<file path="src/rtl/tb_pkg.sv">
// Shared types for the N x N streaming transpose buffer.
// Holds the FSM state enum, shift-direction enum and bus width helper.
package tb_pkg;

    typedef enum logic [1:0] {
        FILL   = 2'd0,
        STREAM = 2'd1,
        DRAIN  = 2'd2
    } tb_state_e;

    typedef enum logic {
        ROW = 1'b0,
        COL = 1'b1
    } tb_dir_e;

    function automatic int bus_width(input int n, input int w);
        return n * w;
    endfunction

endpackage

</file>
<file path="src/rtl/tb_mux_cell.sv">
// One storage cell of the transpose array: DATAWIDTH register with
// sync reset, shift enable and a row/column neighbour select.
// Ports: clock, reset, en (shift), sel (ROW/COL),
//        row_nb / col_nb (neighbour values), q (stored sample).
module tb_mux_cell
    import tb_pkg::*;
#(
    parameter int DATAWIDTH = 8
) (
    input  logic                 clock,
    input  logic                 reset,
    input  logic                 en,
    input  tb_dir_e              sel,
    input  logic [DATAWIDTH-1:0] row_nb,
    input  logic [DATAWIDTH-1:0] col_nb,
    output logic [DATAWIDTH-1:0] q
);

    always_ff @(posedge clock) begin
        if (reset) begin
            q <= '0;
        end else if (en) begin
            q <= (sel == ROW) ? row_nb : col_nb;
        end
    end

endmodule

</file>
<file path="src/rtl/transpose_buffer_nxn.sv">
// N x N streaming transpose buffer: loads one row per beat and emits the
// previous block (transposed or bypassed) while the next one loads.
// Ports: clock, reset (sync, active-high); in_valid/in_ready/in_data/
//        in_mode input stream; flush drain request; out_valid/out_ready/
//        out_data/out_last output stream; busy = block resident or draining.
module transpose_buffer_nxn
    import tb_pkg::*;
#(
    parameter int DATAWIDTH = 8,
    parameter int N         = 8
) (
    input  logic                                 clock,
    input  logic                                 reset,
    input  logic                                 in_valid,
    output logic                                 in_ready,
    input  logic [bus_width(N, DATAWIDTH)-1:0]   in_data,
    input  logic                                 in_mode,
    input  logic                                 flush,
    output logic                                 out_valid,
    input  logic                                 out_ready,
    output logic [bus_width(N, DATAWIDTH)-1:0]   out_data,
    output logic                                 out_last,
    output logic                                 busy
);

    localparam int            CW   = (N > 1) ? $clog2(N) : 1;
    localparam logic [CW-1:0] LAST = CW'(N - 1);

    tb_state_e     state, state_nx;
    tb_dir_e       dir, dir_nx;
    logic [CW-1:0] cnt, cnt_nx;
    logic          mode_q, mode_q_nx;
    logic          pend, pend_nx;

    logic take;
    logic drain_beat;
    logic shift;
    logic blk_end;

    logic [N-1:0][DATAWIDTH-1:0] src;
    logic [DATAWIDTH-1:0]        cells [N][N];

    // Handshake decode
    always_comb begin
        in_ready  = 1'b1;
        out_valid = 1'b0;
        unique case (state)
            FILL: begin
                in_ready  = 1'b1;
                out_valid = 1'b0;
            end
            STREAM: begin
                in_ready  = out_ready;
                out_valid = in_valid;
            end
            DRAIN: begin
                in_ready  = 1'b0;
                out_valid = 1'b1;
            end
            default: begin
                in_ready  = 1'b1;
                out_valid = 1'b0;
            end
        endcase
    end

    assign take       = in_valid & in_ready;
    assign drain_beat = (state == DRAIN) & out_ready;
    assign shift      = take | drain_beat;
    assign blk_end    = shift & (cnt == LAST);

    // Zeros enter the load edge while draining
    assign src = (state == DRAIN) ? '0 : in_data;

    // Control next-state
    always_comb begin
        state_nx  = state;
        dir_nx    = dir;
        cnt_nx    = cnt;
        mode_q_nx = mode_q;
        pend_nx   = pend;

        // A flush with nothing loaded has nothing to drain
        if (flush && !(state == FILL && cnt == '0)) begin
            pend_nx = 1'b1;
        end

        if (take && cnt == '0) begin
            mode_q_nx = in_mode;
        end

        if (shift) begin
            cnt_nx = (cnt == LAST) ? '0 : cnt + CW'(1);
        end

        unique case (state)
            FILL: begin
                if (blk_end) begin
                    dir_nx   = tb_dir_e'(dir ^ mode_q);
                    state_nx = pend_nx ? DRAIN : STREAM;
                end
            end
            STREAM: begin
                if (blk_end) begin
                    dir_nx = tb_dir_e'(dir ^ mode_q);
                end
                // Drain only on a block boundary
                if (cnt_nx == '0 && pend_nx) begin
                    state_nx = DRAIN;
                end
            end
            DRAIN: begin
                if (blk_end) begin
                    state_nx = FILL;
                    dir_nx   = ROW;
                    cnt_nx   = '0;
                    pend_nx  = 1'b0;
                end
            end
            default: begin
                state_nx = FILL;
            end
        endcase
    end

    always_ff @(posedge clock) begin
        if (reset) begin
            state  <= FILL;
            dir    <= ROW;
            cnt    <= '0;
            mode_q <= 1'b0;
            pend   <= 1'b0;
        end else begin
            state  <= state_nx;
            dir    <= dir_nx;
            cnt    <= cnt_nx;
            mode_q <= mode_q_nx;
            pend   <= pend_nx;
        end
    end

    // Array: ROW shifts toward row 0, COL shifts toward column 0.
    // Loading in one direction and reading in the other transposes.
    for (genvar r = 0; r < N; r++) begin : g_row
        for (genvar c = 0; c < N; c++) begin : g_col
            logic [DATAWIDTH-1:0] row_nb;
            logic [DATAWIDTH-1:0] col_nb;

            if (r == N - 1) begin : g_row_edge
                assign row_nb = src[c];
            end else begin : g_row_in
                assign row_nb = cells[r+1][c];
            end

            if (c == N - 1) begin : g_col_edge
                assign col_nb = src[r];
            end else begin : g_col_in
                assign col_nb = cells[r][c+1];
            end

            tb_mux_cell #(
                .DATAWIDTH(DATAWIDTH)
            ) u_cell (
                .clock  (clock),
                .reset  (reset),
                .en     (shift),
                .sel    (dir),
                .row_nb (row_nb),
                .col_nb (col_nb),
                .q      (cells[r][c])
            );
        end
    end

    // Far edge of the array is the output beat
    always_comb begin
        out_data = '0;
        for (int k = 0; k < N; k++) begin
            if (dir == ROW) begin
                out_data[k*DATAWIDTH +: DATAWIDTH] = cells[0][k];
            end else begin
                out_data[k*DATAWIDTH +: DATAWIDTH] = cells[k][0];
            end
        end
    end

    assign out_last = (state != FILL) && (cnt == LAST);
    assign busy     = (state != FILL) || pend;

endmodule

</file>
<file path="config.mk">
export PLATFORM = sky130hd
export DESIGN_NAME = transpose_buffer_nxn
export DESIGN_NICKNAME = d
export VERILOG_FILES = /design/src/rtl/tb_pkg.sv /design/src/rtl/tb_mux_cell.sv /design/src/rtl/transpose_buffer_nxn.sv
export SDC_FILE = /design/constraint.sdc
export NUM_CORES = 1
export LEC_CHECK = 0
export ABC_AREA = 1
export BUFFER_PORTS_ARGS = -buffer_cell sky130_fd_sc_hd__buf_2
export CAP_MARGIN = 10
export CORE_ASPECT_RATIO = 0.9
export CORE_MARGIN = 2
export CORE_UTILIZATION = 55
export DETAILED_ROUTE_END_ITERATION = 12
export PLACE_DENSITY = 0.71
export SLEW_MARGIN = 20
export SYNTH_ARGS = -nofsm -noshare
export SYNTH_HDL_FRONTEND = slang
export SYNTH_SLANG_ARGS = --single-unit
</file>
<file path="constraint.sdc">
create_clock -name clock -period 2.2 [get_ports clock]
set_input_delay 0.44 -clock clock [delete_from_list [all_inputs] [get_ports clock]]
set_output_delay 0.44 -clock clock [all_outputs]
set_load 0.02 [all_outputs]
</file>
==> impl_metrics.py <==
metrics = {
    "outcome": {
        "status": "finished with violations",
        "violations": "setup timing",
    },
    "power_and_ir_drop": {
        "pwr-share-seq": 0.412,
        "internal_power_w": 0.0219,
        "p_sw_frac": 0.382,
        "switchingPower_w": 0.0135,
        "p_per_area_nw_per_um2": 1360,
        "clkPwrFrac": 0.247,
        "power_leakage_nw": 9.42,
        "peakVddDrop_uv": 782,
        "combPwrFrac": 0.341,
    },
    "timing": {
        "worstMarginPinSlew_ns": 0.558,
        "fin_tns_setup_ns": -0.0134,
        "setup_viol": 1,
        "maxSlewViolCount": 0,
        "finClkSkew_ns": 0.0267,
        "hold_viol_final": 0,
        "fmax_mhz": 452,
        "rsz0062_at_grt": "true",
        "fin_crit_ns": 2.21,
        "finalCritPeriodShare": 1.01,
        "slew-limit-headroom": 0.628,
        "finalWorstSetupSlack_ns": -0.0134,
    },
    "routing": {
        "wirelength_um": 63800,
        "post_drt_wl_per_cell_um": 17.3,
        "drtAntennaViolNets": 0,
        "vias_per_cell": 5.89,
        "drtPass1Iterations": 5,
        "drcViolationCount": 0,
        "vias": 21700,
        "drtIter0Drc": 2266,
    },
    "place": {
        "port_buffers": 137,
        "place_congestion": 0.820,
        "dp_worst_setup_slack_ns": 0.142,
        "post-dp-hpwl_um": 38200,
    },
    "worst_hold_path": {
        "hold_start": "in_data[61]",
        "hp-class": "input pin to register",
        "min_to": "g_row[7].g_col[7].u_cell.q[5]$_SDFFE_PP0N_",
        "hold-path-cell-count": 3,
    },
    "final_layout": {
        "seq_area_um2": 10400,
        "drive_above_1_share": 0.112,
        "final_common_cell": "nand2_1",
        "areaGrowthSynthToFinish_pct": 15.3,
        "final_cell_mix": "nand2_1, o21ai_0, dfxtp_1",
        "finalNetCount": 3176,
        "multi_input_area_um2": 10800,
        "fillers": 3600,
    },
    "grt": {
        "grt_pass1_wl_um": 103000,
        "grt-ovfl-total": 0,
        "antenna_found_initial": 5,
        "grtUsageTotal": 0.292,
        "grt_max_degree": 134,
        "grt_pass1_vias": 19300,
    },
    "flow_run": {
        "cap_violations": 0,
    },
    "synth": {
        "ys_ff_latch": 520,
        "synthXorXnorAreaFrac": 0.000388,
        "yosysSeqAreaShare": 0.461,
        "yosys_warnings": 0,
        "ys_types": 27,
        "syn_nets": 3197,
        "syn_inst": 3120,
        "synth_top_family_by_area": "compound AO/OA/AOI/OAI gates",
        "syn_avg_cell_area_um2": 7.24,
        "async_reset_ff_frac": 0,
        "synth_fa_ha_area_frac": 0.00388,
        "synth-compound-area-share": 0.261,
        "synthMuxAreaShare": 0,
        "synth-edff-count": 0,
        "synthSimpleGateAreaFrac": 0.207,
        "synthesis.area_um2": 22600,
        "ys.flop_type": "dfxtp_1",
    },
    "floorplanning": {
        "core_um2": 40600,
        "initial_core_util": 0.557,
        "dieHeight_um": 196,
        "io_pins": 138,
        "die-area_um2": 42700,
        "die_w_um": 218,
        "row_count": 70,
    },
    "setup_path": {
        "max_stage_delay_ns": 0.38,
        "timing.rr.start": "dir$_SDFFE_PP0P_",
        "crit_family": "buffers and inverters",
        "path_cells": "buf_12 > buf_16 > nand2_1 > nand2_2 > buf_6",
        "reg2reg_depth": 9,
        "slowest_stage": "dfxtp_4",
        "r2r_end": "g_row[3].g_col[2].u_cell.q[2]$_SDFFE_PP0N_",
        "critPathKind": "register to primary output",
        "cp.arrival_ns": 1.77,
        "cp_data_required_time_ns": 1.76,
        "crit_path_end_kind": "primary output",
        "cp_num_buf_inv": 3,
        "start_kind": "register",
        "r2r_setup_slack_ns": 0,
        "crit_fanout": 72,
    },
    "clocking": {
        "clkLatencyLatePin_ns": 0.61,
        "htreeDepth": 2,
        "cts_buffers": 52,
        "root_buffer": "clkbuf_16",
        "cts.clk_slew.worst_paths_ns": 0.07,
        "clock_path_buffers": 3,
        "cts_tree": "done",
        "cts.sinks": 520,
    },
}
power by group through the flow:
stage | Sequential, W | Clock, W | Combinational, W
2_1_floorplan | 0.0138 | 0 | 0.00858
3_3_place_gp | 0.0146 | 0 | 0.0107
3_5_place_dp | 0.0147 | 0 | 0.0110
4_1_cts | 0.0145 | 0.00885 | 0.0117
5_1_grt | 0.0149 | 0.00925 | 0.0134
6_report | 0.0146 | 0.00873 | 0.0120
final cells by class:
| type | count | share of cell area |
|---|---|---|
| multi-input cells | 2261 | 0.414 |
| flip-flops and latches | 520 | 0.400 |
| repair buffers | 229 | 0.0891 |
| clock buffers | 90 | 0.0624 |
| well taps | 540 | 0.0259 |
| inverters | 32 | 0.00557 |
| clock inverters | 6 | 0.00168 |
| repair inverters | 3 | 0.00130 |
| diodes | 2 | 0.000192 |
worst max-delay path by stage:
| stage | start | to | slack [ns] | cells past startpoint |
|---|---|---|---|---|
| 2_1_floorplan | dir$_SDFFE_PP0P_ | out_data[61] | 0.39 | 5 |
| 3_3_place_gp | state[1]$_SDFFE_PP0P_ | g_row[5].g_col[6].u_cell.q[6]$_SDFFE_PP0N_ | 0.25 | 10 |
| 3_5_place_dp | state[1]$_SDFFE_PP0P_ | g_row[0].g_col[5].u_cell.q[5]$_SDFFE_PP0N_ | 0.14 | 10 |
| 4_1_cts | dir$_SDFFE_PP0P_ | out_data[54] | -0.02 | 5 |
| 5_1_grt | dir$_SDFFE_PP0P_ | out_data[19] | -0.09 | 5 |
| 6_report | dir$_SDFFE_PP0P_ | out_data[22] | -0.01 | 5 |
stage by stage:
step | std cells | area, um2 | hold WS, ns | power, W | util
floorplan | 3120 | 22600 | 0.436 | 0.0224 | -
global placement | 3558 | 23500 | 0.448 | 0.0253 | 0.580
detailed placement | 3558 | 23500 | 0.451 | 0.0256 | 0.580
CTS | 3675 | 25800 | 0.0654 | 0.0351 | 0.636
global route | 3683 | 26100 | 0.100 | 0.0376 | 0.643
finish | 3683 | 26100 | 0.0891 | 0.0353 | 0.643
cell usage after synthesis, types with 2 or more instances:
library cell | number | area [um2]
a21oi_1 | 22 | 110
a31oi_1 | 497 | 3110
buf_4 | 36 | 270
nor2_1 | 15 | 56.3
buf_2 | 80 | 400
dfxtp_1 | 520 | 10400
o21ai_0 | 529 | 2650
inv_2 | 2 | 7.51
buf_1 | 2 | 7.51
ha_1 | 7 | 87.6
nand3_1 | 118 | 591
inv_1 | 30 | 113
nand2_2 | 3 | 18.8
nand2_1 | 1059 | 3980
clkbuf_1 | 188 | 706
what timing repair did:
| action | in CTS | in global routing |
|---|---|---|
| gates cloned | 10 | 2 |
| hold endpoints to repair | 0 | 0 |
| pin swaps | 6 | 2 |
| setup endpoints to repair | 59 | 126 |
| hold buffers | 0 | 0 |
| buffers inserted | 11 | 4 |
| resized for setup | 87 | 57 |
registers in the layout (all words and copies together) (netlist names):
| signal | flops |
|---|---|
| pend | 1 |
| mode_q | 1 |
| dir | 1 |
| state | 2 |
| cnt | 3 |
| g_row.g_col.u_cell.q | 512 |
per-layer routing:
layer / up-vias / routed length, um / share of wire / global-route usage
met4: 0 / 2320 / 0.036 / 0.111
met2: 662 / 29300 / 0.46 / 0.469
met1: 10100 / 28700 / 0.45 / 0.399
met3: 104 / 3410 / 0.053 / 0.0406
li1: 10800 / - / - / -
met5: - / 0 / 0 / 0
tightest hold or removal path, cell delays in order:
cell     delay, ns
buf_2         0.08
a21oi_1       0.05
nor2_1        0.08
logic make-up (layout without fill, tap and decap cells):
group / Yosys count / after routing
fa+ha+maj: 7 / 7
simple gates: 1201 / 1201
compound gates: 1052 / 1052
other cells: 0 / 2
flops: 520 / 520
buf+inv: 339 / 360
xor+xnor: 1 / 1
Note: power is estimated with default switching activity, not from simulation.
